## src/rtl/spi_arb_pkg.sv

```systemverilog
// Shared definitions for the SPI requester arbiter: FSM state encodings and
// a ceil(log2) helper used to size pointers and counters.
package spi_arb_pkg;

  localparam logic [2:0] ST_IDLE  = 3'd0;
  localparam logic [2:0] ST_LOAD  = 3'd1;
  localparam logic [2:0] ST_START = 3'd2;
  localparam logic [2:0] ST_WAIT  = 3'd3;
  localparam logic [2:0] ST_GAP   = 3'd4;

  // Bits needed to hold values 0..value-1; never less than one bit.
  function automatic int clog2(input int value);
    int bits;
    int rem;
    bits = 0;
    rem  = value - 1;
    while (rem > 0) begin
      bits++;
      rem = rem >> 1;
    end
    return (bits < 1) ? 1 : bits;
  endfunction

endpackage

```

## src/rtl/spi_req_arbiter_rr_picker.sv

```systemverilog
// Round-robin picker: first asserted request at or after the pointer,
// wrapping past the top index. Purely combinational.
module rr_picker #(
  parameter int NUM_REQ = 4,
  parameter int IDX_W   = 2
) (
  input  logic [NUM_REQ-1:0] req,
  input  logic [IDX_W-1:0]   ptr,
  output logic               valid,
  output logic [NUM_REQ-1:0] onehot,
  output logic [IDX_W-1:0]   idx
);

  int               sum;
  logic [IDX_W-1:0] cand;

  always_comb begin
    // NOTE: every output gets a default before the loop so no path leaves
    // a value unassigned, which would otherwise infer a latch.
    valid  = 1'b0;
    idx    = '0;
    onehot = '0;
    sum    = 0;
    cand   = '0;
    for (int k = 0; k < NUM_REQ; k++) begin
      sum = int'(ptr) + k;
      if (sum >= NUM_REQ) sum = sum - NUM_REQ;
      cand = IDX_W'(sum);
      if (!valid && req[cand]) begin
        valid = 1'b1;
        idx   = cand;
      end
    end
    if (valid) onehot = NUM_REQ'(1) << idx;
  end

endmodule

```

## src/rtl/spi_req_arbiter.sv

```systemverilog
// Shares one SPI master core between NUM_REQ requesters: round-robin grant,
// one word per transaction, timeout abort, and an idle gap between words.
module spi_req_arbiter
  import spi_arb_pkg::*;
#(
  parameter int NUM_REQ    = 4,
  parameter int DATA_W     = 8,
  parameter int GAP_CYCLES = 4,
  parameter int TIMEOUT    = 1024
) (
  input  logic                      clk,
  input  logic                      reset,
  input  logic [NUM_REQ-1:0]        req,
  input  logic [NUM_REQ*DATA_W-1:0] req_data,
  input  logic [NUM_REQ-1:0]        req_cpol,
  input  logic [NUM_REQ-1:0]        req_cpha,
  output logic [NUM_REQ-1:0]        gnt,
  output logic [NUM_REQ-1:0]        done,
  output logic [DATA_W-1:0]         rd_data,
  output logic                      err,
  output logic                      core_start,
  output logic [DATA_W-1:0]         core_data_wr,
  output logic                      core_polarity,
  output logic                      core_phase,
  input  logic                      core_done,
  input  logic [DATA_W-1:0]         core_data_rd
);

  localparam int IDX_W   = clog2(NUM_REQ);
  localparam int CNT_MAX = (TIMEOUT > GAP_CYCLES) ? TIMEOUT : GAP_CYCLES;
  localparam int CNT_W   = clog2(CNT_MAX + 1);

  logic [2:0]         state;
  logic [IDX_W-1:0]   ptr;
  logic [IDX_W-1:0]   win_idx;
  logic [IDX_W-1:0]   next_ptr;
  logic [CNT_W-1:0]   cnt;
  logic               pick_valid;
  logic [NUM_REQ-1:0] pick_onehot;
  logic [IDX_W-1:0]   pick_idx;
  logic [DATA_W-1:0]  data_arr [NUM_REQ];

  rr_picker #(
    .NUM_REQ (NUM_REQ),
    .IDX_W   (IDX_W)
  ) u_picker (
    .req    (req),
    .ptr    (ptr),
    .valid  (pick_valid),
    .onehot (pick_onehot),
    .idx    (pick_idx)
  );

  always_comb begin
    for (int i = 0; i < NUM_REQ; i++) data_arr[i] = req_data[i*DATA_W +: DATA_W];
  end

  assign next_ptr = (win_idx == IDX_W'(NUM_REQ - 1)) ? '0 : win_idx + 1'b1;

  // NOTE: state and registered outputs use non-blocking assignments so every
  // register samples pre-edge values, independent of statement order.
  always_ff @(posedge clk) begin
    if (reset) begin
      state         <= ST_IDLE;
      ptr           <= '0;
      win_idx       <= '0;
      cnt           <= '0;
      gnt           <= '0;
      done          <= '0;
      err           <= 1'b0;
      rd_data       <= '0;
      core_start    <= 1'b0;
      core_data_wr  <= '0;
      core_polarity <= 1'b0;
      core_phase    <= 1'b0;
    end else begin
      done       <= '0;
      err        <= 1'b0;
      core_start <= 1'b0;
      case (state)
        ST_IDLE: begin
          if (pick_valid) begin
            win_idx       <= pick_idx;
            gnt           <= pick_onehot;
            core_data_wr  <= data_arr[pick_idx];
            core_polarity <= req_cpol[pick_idx];
            core_phase    <= req_cpha[pick_idx];
            state         <= ST_LOAD;
          end
        end
        ST_LOAD: begin
          core_start <= 1'b1;
          state      <= ST_START;
        end
        ST_START: begin
          cnt   <= '0;
          state <= ST_WAIT;
        end
        ST_WAIT: begin
          // A core_done landing on the final timeout cycle still wins.
          if (core_done) begin
            rd_data <= core_data_rd;
            done    <= gnt;
            gnt     <= '0;
            ptr     <= next_ptr;
            cnt     <= '0;
            state   <= ST_GAP;
          end else if (cnt == CNT_W'(TIMEOUT - 1)) begin
            rd_data <= '0;
            done    <= gnt;
            err     <= 1'b1;
            gnt     <= '0;
            ptr     <= next_ptr;
            cnt     <= '0;
            state   <= ST_GAP;
          end else begin
            cnt <= cnt + 1'b1;
          end
        end
        ST_GAP: begin
          if (cnt == CNT_W'(GAP_CYCLES - 1)) state <= ST_IDLE;
          else cnt <= cnt + 1'b1;
        end
        default: state <= ST_IDLE;
      endcase
    end
  end

endmodule

```

## config.mk

```make
export PLATFORM = sky130hd
export DESIGN_NAME = spi_req_arbiter
export DESIGN_NICKNAME = d
export VERILOG_FILES = /design/src/rtl/spi_arb_pkg.sv /design/src/rtl/spi_req_arbiter_rr_picker.sv /design/src/rtl/spi_req_arbiter.sv
export SDC_FILE = /design/constraint.sdc
export NUM_CORES = 1
export LEC_CHECK = 0
export BUFFER_PORTS_ARGS = -buffer_cell sky130_fd_sc_hd__buf_4
export CORE_MARGIN = 2
export CORE_UTILIZATION = 44
export CTS_CLUSTER_SIZE = 20
export DETAILED_ROUTE_END_ITERATION = 6
export PLACE_DENSITY = 0.75
export SLEW_MARGIN = 20
export SYNTH_ARGS = -nofsm -noshare
export SYNTH_HDL_FRONTEND = slang
export SYNTH_SLANG_ARGS = --single-unit
```

## constraint.sdc

```tcl
create_clock -name clk -period 2 [get_ports clk]
set_clock_uncertainty 0.15 [all_clocks]
set_input_delay 0.4 -clock clk [delete_from_list [all_inputs] [get_ports clk]]
set_output_delay 0.4 -clock clk [all_outputs]
set_load 0.01 [all_outputs]
```

==> results.json, run 1 <==
{
  "run_status": "finished, final reports clean",
  "synth-edff-count": 0,
  "crit_fanout": 7,
  "num-nets-final": 402,
  "critPathArrivalTime_ns": 1.97,
  "final.fill_count": 437,
  "syn_nets": 301,
  "worstPathBufferInverterCount": 0,
  "timing.critical_path.depth": 5,
  "grt_overflow_total": 0,
  "finalSetupViolations": 0,
  "areaGrowthSynthToFinish_pct": 42.04,
  "grtUsageTotal": 0.2034,
  "setup_repair_after_global_routing_missed_its_margin": "yes",
  "timing.rr.start": "cnt[6]",
  "cts.path.max_buffers": 2,
  "vdd_ir_drop_max_uv": 344.6,
  "post_cts_hold_buffer_count": 0,
  "synth.avg_cell_area_um2": 9.307,
  "p_per_area_nw_per_um2": 654.5,
  "rows": 26,
  "fmax_mhz": 520.7,
  "yosys.area.top_type_share": 0.4055,
  "total_design_power_mw": 2.111,
  "cp_slowest_cell": "sky130_fd_sc_hd__nor4_1",
  "detailedRoute.firstPassIterationCount": 4,
  "final_ant_viol_nets": 0,
  "final.min_clock_period_ns": 1.920,
  "antenna-diode-count": 0,
  "synth.yosys.warnings": 0,
  "clk_transition_reported_paths_ns": 0.09,
  "dominantRegCellSynth": "sky130_fd_sc_hd__dfxtp_1",
  "whs_ns": 0.1903,
  "die_h_um": 75.84,
  "die-width_um": 75.84,
  "initial_utilization": 0.4504,
  "ioPinCount": 83,
  "synthesis.area_um2": 2271,
  "critical-path-max-stage-delay_ns": 0.49,
  "worstRegToRegCells": 5,
  "yosys_top_cell_by_area": "sky130_fd_sc_hd__dfxtp_1",
  "cts_inserted_buffers": 5,
  "worstReg2RegEnd": "cnt[6]",
  "fin_util": 0.6397,
  "endpoint_required_time_on_the_critical_path_ns": 2.05,
  "routed_via_density": 5.185,
  "finalHoldViolations": 0,
  "clockRootBuffer": "sky130_fd_sc_hd__clkbuf_8",
  "crit_chain": "nor4_1, a41oi_2, o21ai_0, xnor2_1, and2_1",
  "cts.htree.levels": 2,
  "p_leak_nw": 1.367,
  "synthTopCellsByArea": "sky130_fd_sc_hd__dfxtp_1 (41%), sky130_fd_sc_hd__mux2i_1 (9.3%), sky130_fd_sc_hd__o221ai_2 (6.6%)",
  "yosys_register_bits": 46,
  "route.detailed.wl_per_inst_um": 13.78,
  "synth_async_sr_flop_share": 0,
  "tritoncts": "done",
  "dpl.cell_count": 406,
  "antenna_violations_before_repair": 0,
  "yosys-top-cells-count": "sky130_fd_sc_hd__dfxtp_1 (46), sky130_fd_sc_hd__nor2_1 (27), sky130_fd_sc_hd__mux2i_1 (21)",
  "slew-limit-headroom": 0.6295,
  "gp_routability_congestion": 0.8602,
  "synthMostInstantiatedCell": "sky130_fd_sc_hd__dfxtp_1",
  "worstSetupPathType": "register to register",
  "detail_route.iter0.violations": 158,
  "placement.io_buffers": 82,
  "worstHoldEndpoint": "rd_data[0]",
  "maxCapViolations": 0,
  "worstHoldStart": "core_data_rd[0]",
  "holdCritPathClass": "input port to register",
  "share_of_synthesized_area_occupied_by_flip_flops_and_latches": 0.4055,
  "count_of_non_filler_cells_in_the_finished_layout": 416,
  "clock_sink_count": 46,
  "postRouteWirelength_um": 5734,
  "report.final.slew_viol_count": 0,
  "post_synth_inst_count": 244,
  "vias": 2157,
  "fin_setup_tns_ns": 0,
  "hold-path-cell-count": 3,
  "cp-end-kind": "register",
  "min_period_over_period": 0.9602,
  "grt_first_pass_wirelength_um": 8949,
  "worst_slew_pin_slew_ns": 0.5527,
  "core_area_um2": 5042,
  "timing.reg2reg.setup_slack_ns": 0.08,
  "die-area_um2": 5752,
  "share_of_post_route_cells_with_drive_strength_above_1": 0.3931,
  "start_kind": "register",
  "worstSkewPairLatency_ns": 0.30,
  "cp_top_family": "simple AND/OR/NAND/NOR gates",
  "yosys.cell_types.count": 41,
  "grt_max_degree": 23,
  "dp.final_hpwl_um": 4398,
  "grt_pass1_vias": 1927,
  "route.detailed.drc": 0
}
## layout make-up
| cell class | instances | area, um^2 | area share |
|---|---|---|---|
| Sequential cell | 46 | 922.1 | 0.2859 |
| Clock buffer | 5 | 68.82 | 0.02133 |
| Tap cell | 70 | 87.58 | 0.02715 |
| Inverter | 7 | 26.28 | 0.008146 |
| Timing Repair Buffer | 110 | 838.3 | 0.2599 |
| Multi-Input combinational cell | 175 | 1242 | 0.3852 |
| Clock inverter | 3 | 40.04 | 0.01241 |
## worst max-delay path by stage
| stage | from | endpoint |
|---|---|---|
| global route | cnt[6] | rd_data[2] |
| global placement | req[1] | core_polarity |
| finish | cnt[6] | cnt[6] |
| floorplan | cnt[0] | rd_data[0] |
| detailed placement | req[1] | core_data_wr[5] |
| CTS | cnt[5] | cnt[6] |
## sequential cells by signal, summed over array words and instances (netlist names)
register,flops
cnt,11
core_data_wr,8
core_phase,1
core_polarity,1
core_start,1
done,4
err,1
gnt,4
ptr,2
rd_data,8
state,3
win_idx,2
## cell families after synthesis
family / count (synthesis) / share of synthesized area
simple gates: 92 / 0.2209
buf+inv: 23 / 0.05124
compound gates: 53 / 0.1917
mux: 21 / 0.09256
flops: 46 / 0.4055
fa+ha+maj: 2 / 0.01102
xor+xnor: 7 / 0.02700
## per-stage QoR
step / setup WS [ns] / instance area [um^2]
after detailed placement: -0.01218 / 3092
final: 0.07952 / 3226
after global placement: 0.04479 / 3092
after global routing: -0.03066 / 3226
after CTS: 0.08164 / 3201
after floorplan: 0.02544 / 2271
## cells in the final DEF, fill, tap and decap left out, types with 3 or more instances in the layout
| master | instances |
|---|---|
| sky130_fd_sc_hd__nand3_1 | 8 |
| sky130_fd_sc_hd__nand2_1 | 11 |
| sky130_fd_sc_hd__and2_1 | 5 |
| sky130_fd_sc_hd__nor2_1 | 27 |
| sky130_fd_sc_hd__o21ai_0 | 5 |
| sky130_fd_sc_hd__a22oi_1 | 9 |
| sky130_fd_sc_hd__clkbuf_8 | 5 |
| sky130_fd_sc_hd__xnor2_1 | 4 |
| sky130_fd_sc_hd__buf_4 | 109 |
| sky130_fd_sc_hd__nand2b_1 | 3 |
| sky130_fd_sc_hd__or3_1 | 5 |
| sky130_fd_sc_hd__o221ai_2 | 10 |
| sky130_fd_sc_hd__a21oi_1 | 17 |
| sky130_fd_sc_hd__nor4_1 | 6 |
| sky130_fd_sc_hd__dfxtp_1 | 45 |
| sky130_fd_sc_hd__nand3b_1 | 10 |
| sky130_fd_sc_hd__xor2_1 | 3 |
| sky130_fd_sc_hd__mux2i_1 | 21 |
| sky130_fd_sc_hd__nor2b_1 | 3 |
| sky130_fd_sc_hd__inv_1 | 7 |
## tightest hold or removal path, cell delays in order
cell	delay [ns]
sky130_fd_sc_hd__buf_4	0.08
sky130_fd_sc_hd__a22oi_1	0.06
sky130_fd_sc_hd__nor2_1	0.08
## power breakdown
| part | leakage [nW] | switching [mW] | total [mW] | internal [mW] |
|---|---|---|---|---|
| clock network | 0.0579 | 0.320 | 0.688 | 0.368 |
| logic | 0.935 | 0.197 | 0.432 | 0.235 |
| registers | 0.374 | 0.0306 | 0.991 | 0.961 |
## metal layers
metal	GRT usage	wire length [um]	vias up
met5	0	0	-
met4	0.05848	48	0
met3	0.05820	344	7
met2	0.3046	2771	81
met1	0.2842	2570	974
li1	-	-	1095
## repair_timing
action,4_1_cts,5_1_grt
buffers inserted,0,2
resized for setup,0,3
endpoints found under the setup margin,0,13
(Power assumes the default switching activity.)
==> run 2, diff against run 1 <==
- ABC_AREA: not set -> 1
- CORE_UTILIZATION: 44 -> 46
- PLACE_DENSITY: 0.75 -> 0.76
- SLEW_MARGIN: 20 -> 15
==> run 2 against run 1 <==
Compared with the run above: the run now ends with setup timing left; routed wire length increased by 28%; die area up 6.9%; cell count increased by 42%; total power grew 30%; sequential power up 7%; non-clock buffer count is 2 higher; critical path type unchanged; critical endpoint is now core_data_wr[5].
==> results.json, run 2 <==
{
  "run_status": "complete, but fails checks",
  "violated_checks": "setup timing",
  "placement.io_buffers": 82,
  "p_sw_uw": 937.2,
  "synth-edff-count": 0,
  "layout.cells.most_common": "sky130_fd_sc_hd__nand2_1",
  "finalHoldViolations": 0,
  "combinationalPowerShare": 0.367,
  "vias": 2964,
  "synth.avg_cell_area_um2": 6.225,
  "final_ant_viol_nets": 0,
  "core_area_um2": 5439,
  "final.min_clock_period_ns": 2.017,
  "cts.path.max_buffers": 2,
  "cts.htree.levels": 2,
  "maxCapViolations": 0,
  "internal_power_mw": 1.809,
  "post_synth_inst_count": 409,
  "crit_fanout": 11,
  "largest_reg_flops": 11,
  "yosys_register_bits": 46,
  "total_design_power_mw": 2.747,
  "gp_routability_congestion": 0.8417,
  "largest-register": "cnt",
  "die-area_um2": 6147,
  "post-route-worst-setup-slack_ns": -0.01678,
  "die-width_um": 78.40,
  "finalSetupViolations": 1,
  "p_leak_nw": 1.889,
  "ff_latch_area_um2": 927.1,
  "dp.final_hpwl_um": 4817,
  "multi_input_comb_area_um2": 1595,
  "fmax_mhz": 495.8,
  "synthMostInstantiatedCell": "sky130_fd_sc_hd__nand2_1",
  "clock_sink_count": 46,
  "endpoint_required_time_on_the_critical_path_ns": 2.05,
  "yosys-top-cells-count": "sky130_fd_sc_hd__nand2_1 (157), sky130_fd_sc_hd__dfxtp_1 (46), sky130_fd_sc_hd__nand3_1 (39)",
  "synth-adder-area-share": 0.009828,
  "sw_ratio": 0.3412,
  "setup_repair_after_global_routing_missed_its_margin": "yes",
  "antenna_violations_before_repair": 0,
  "reg_top3": "cnt: 11 flops, core_data_wr: 8 flops, rd_data: 8 flops",
  "synthTopCellsByArea": "sky130_fd_sc_hd__dfxtp_1 (36%), sky130_fd_sc_hd__nand2_1 (23%), sky130_fd_sc_hd__nand3_1 (7.7%)",
  "final.fill_count": 445,
  "synth_async_sr_flop_share": 0,
  "route.detailed.wl_per_inst_um": 12.51,
  "grt_overflow_total": 0,
  "synth_compound_gate_area_share": 0.09975,
  "die_h_um": 78.40,
  "synth_xor_area_frac": 0,
  "routed_via_density": 5.032,
  "areaGrowthSynthToFinish_pct": 48.89,
  "dominantRegCellSynth": "sky130_fd_sc_hd__dfxtp_1",
  "dp_worst_setup_slack_ns": -0.1722,
  "share_clk_of_total_power": 0.249,
  "clockRootBuffer": "sky130_fd_sc_hd__clkbuf_8",
  "share_of_post_route_cells_with_drive_strength_above_1": 0.3617,
  "critPathArrivalTime_ns": 2.07,
  "detail_route.iter0.violations": 155,
  "synthSimpleGateAreaFrac": 0.4256,
  "clk_transition_reported_paths_ns": 0.09,
  "syn_nets": 466,
  "slew-limit-headroom": 0.7539,
  "tritoncts": "done",
  "rows": 27,
  "cp-end-kind": "register",
  "grtUsageTotal": 0.2225,
  "antenna-diode-count": 0,
  "detailedRoute.firstPassIterationCount": 4,
  "vdd_ir_drop_max_uv": 478.7,
  "yosys_top_cell_by_area": "sky130_fd_sc_hd__dfxtp_1",
  "start_kind": "register",
  "grt_max_degree": 30,
  "num-nets-final": 573,
  "worst_slew_pin_slew_ns": 0.3663,
  "worstSkewPairLatency_ns": 0.31,
  "synth.yosys.warnings": 0,
  "worstSetupPathType": "register to register",
  "route.detailed.drc": 0,
  "postRouteWirelength_um": 7367,
  "cts_inserted_buffers": 5,
  "min_period_over_period": 1.008,
  "share_of_synthesized_area_occupied_by_flip_flops_and_latches": 0.3617,
  "yosys.area.top_type_share": 0.3617,
  "initial_utilization": 0.4681,
  "holdCritPathClass": "input port to register",
  "muxShareOfSynthArea": 0,
  "grt_pass1_vias": 2575,
  "synthesis.area_um2": 2546,
  "p_per_area_nw_per_um2": 724.5,
  "yosys.cell_types.count": 30,
  "synth_top_family_by_area": "simple AND/OR/NAND/NOR gates",
  "final_cell_mix": "sky130_fd_sc_hd__nand2_1 (137), sky130_fd_sc_hd__buf_4 (105), sky130_fd_sc_hd__dfxtp_1 (41)",
  "report.final.slew_viol_count": 0,
  "grt_first_pass_wirelength_um": 11040,
  "ioPinCount": 83,
  "seq_power_share": 0.384
}
[run 2: changes by cell type after synthesis, moves of 7 or more]
| cell | before | now |
|---|---|---|
| sky130_fd_sc_hd__nand2_1 | 11 | 157 |
| sky130_fd_sc_hd__nand3_1 | 8 | 39 |
| sky130_fd_sc_hd__inv_1 | 7 | 38 |
| sky130_fd_sc_hd__a21oi_1 | 17 | 29 |
| sky130_fd_sc_hd__mux2i_1 | 21 | 0 |
| sky130_fd_sc_hd__o221ai_2 | 10 | 0 |
| sky130_fd_sc_hd__a22oi_1 | 9 | 0 |
| sky130_fd_sc_hd__nor2_1 | 27 | 37 |
| sky130_fd_sc_hd__o21ai_0 | 5 | 12 |
| sky130_fd_sc_hd__nand3b_1 | 10 | 1 |
| sky130_fd_sc_hd__nand2_2 | 0 | 8 |
[run 2: area by class of cell]
| cell class | instances | share of cell area |
|---|---|---|
| clock inverter | 3 | 0.01056 |
| timing repair buffer | 112 | 0.2356 |
| multi-input combinational | 308 | 0.4208 |
| clock buffer | 5 | 0.01815 |
| sequential | 46 | 0.2446 |
| inverter | 43 | 0.04653 |
| tap | 72 | 0.02376 |
[run 2: final timing paths]
path | from | end | slack [ns] | cells after the start
min reg2reg | gnt[1] | done[1] | 0.31 | 2
max | ptr[0] | core_data_wr[5] | -0.02 | 15
min | core_done | err | 0.21 | 2
max reg2reg | ptr[0] | core_data_wr[5] | -0.02 | 15
[run 2: stage by stage]
step | util | hold slack [ns] | TNS, ns | instance area (um^2) | std cells
after global routing | 0.6970 | 0.2135 | -1.607 | 3791 | 589
after global placement | 0.6165 | 0.2980 | -0.6856 | 3353 | 571
after CTS | 0.6448 | 0.1941 | 0 | 3507 | 581
after floorplan | - | 0.2958 | 0 | 2546 | 409
after detailed placement | 0.6165 | 0.2964 | -1.734 | 3353 | 571
final | 0.6970 | 0.2088 | -0.01678 | 3791 | 589
[run 2: cell families (layout without fill, tap and decap cells)]
logic type | Yosys count | count (layout)
simple gates | 256 | 259
flops | 46 | 46
compound gates | 47 | 47
buf+inv | 58 | 163
fa+ha+maj | 2 | 2
[run 2: repair_timing]
item                                    CTS  global route
buffers inserted                          1             6
pin swaps                                 2            20
endpoints found under the setup margin   19            37
resized for setup                         7            62
hold buffers                              0             0
cloned                                    1             2
[run 2: worst max-delay path: stages (launching register included)]
cell	delay (ns)
sky130_fd_sc_hd__dfxtp_2	0.34
sky130_fd_sc_hd__buf_6	0.12
sky130_fd_sc_hd__inv_8	0.08
sky130_fd_sc_hd__nand2_2	0.07
sky130_fd_sc_hd__nand3_2	0.07
sky130_fd_sc_hd__nand2_2	0.08
sky130_fd_sc_hd__nor2_4	0.15
sky130_fd_sc_hd__buf_4	0.14
sky130_fd_sc_hd__nand3_2	0.06
sky130_fd_sc_hd__nand3_2	0.09
sky130_fd_sc_hd__nand2_4	0.09
sky130_fd_sc_hd__buf_12	0.15
sky130_fd_sc_hd__nand3_1	0.06
sky130_fd_sc_hd__nand3_1	0.08
sky130_fd_sc_hd__nor2_1	0.12
sky130_fd_sc_hd__nor2_1	0.05
[run 2: power groups by stage]
stage	logic, mW	clock network [mW]	registers [mW]
finish	1.01	0.684	1.06
global route	1.11	0.736	1.06
CTS	0.887	0.697	1.05
detailed placement	0.852	0	1.07
global placement	0.841	0	1.07
floorplan	0.506	0	1.09
[run 2: per-layer routing]
metal / GRT usage / part of all wire
met1: 0.2886 / 0.44
met2: 0.3647 / 0.48
met3: 0.05517 / 0.061
met4: 0.07018 / 0.012
met5: 0 / 0
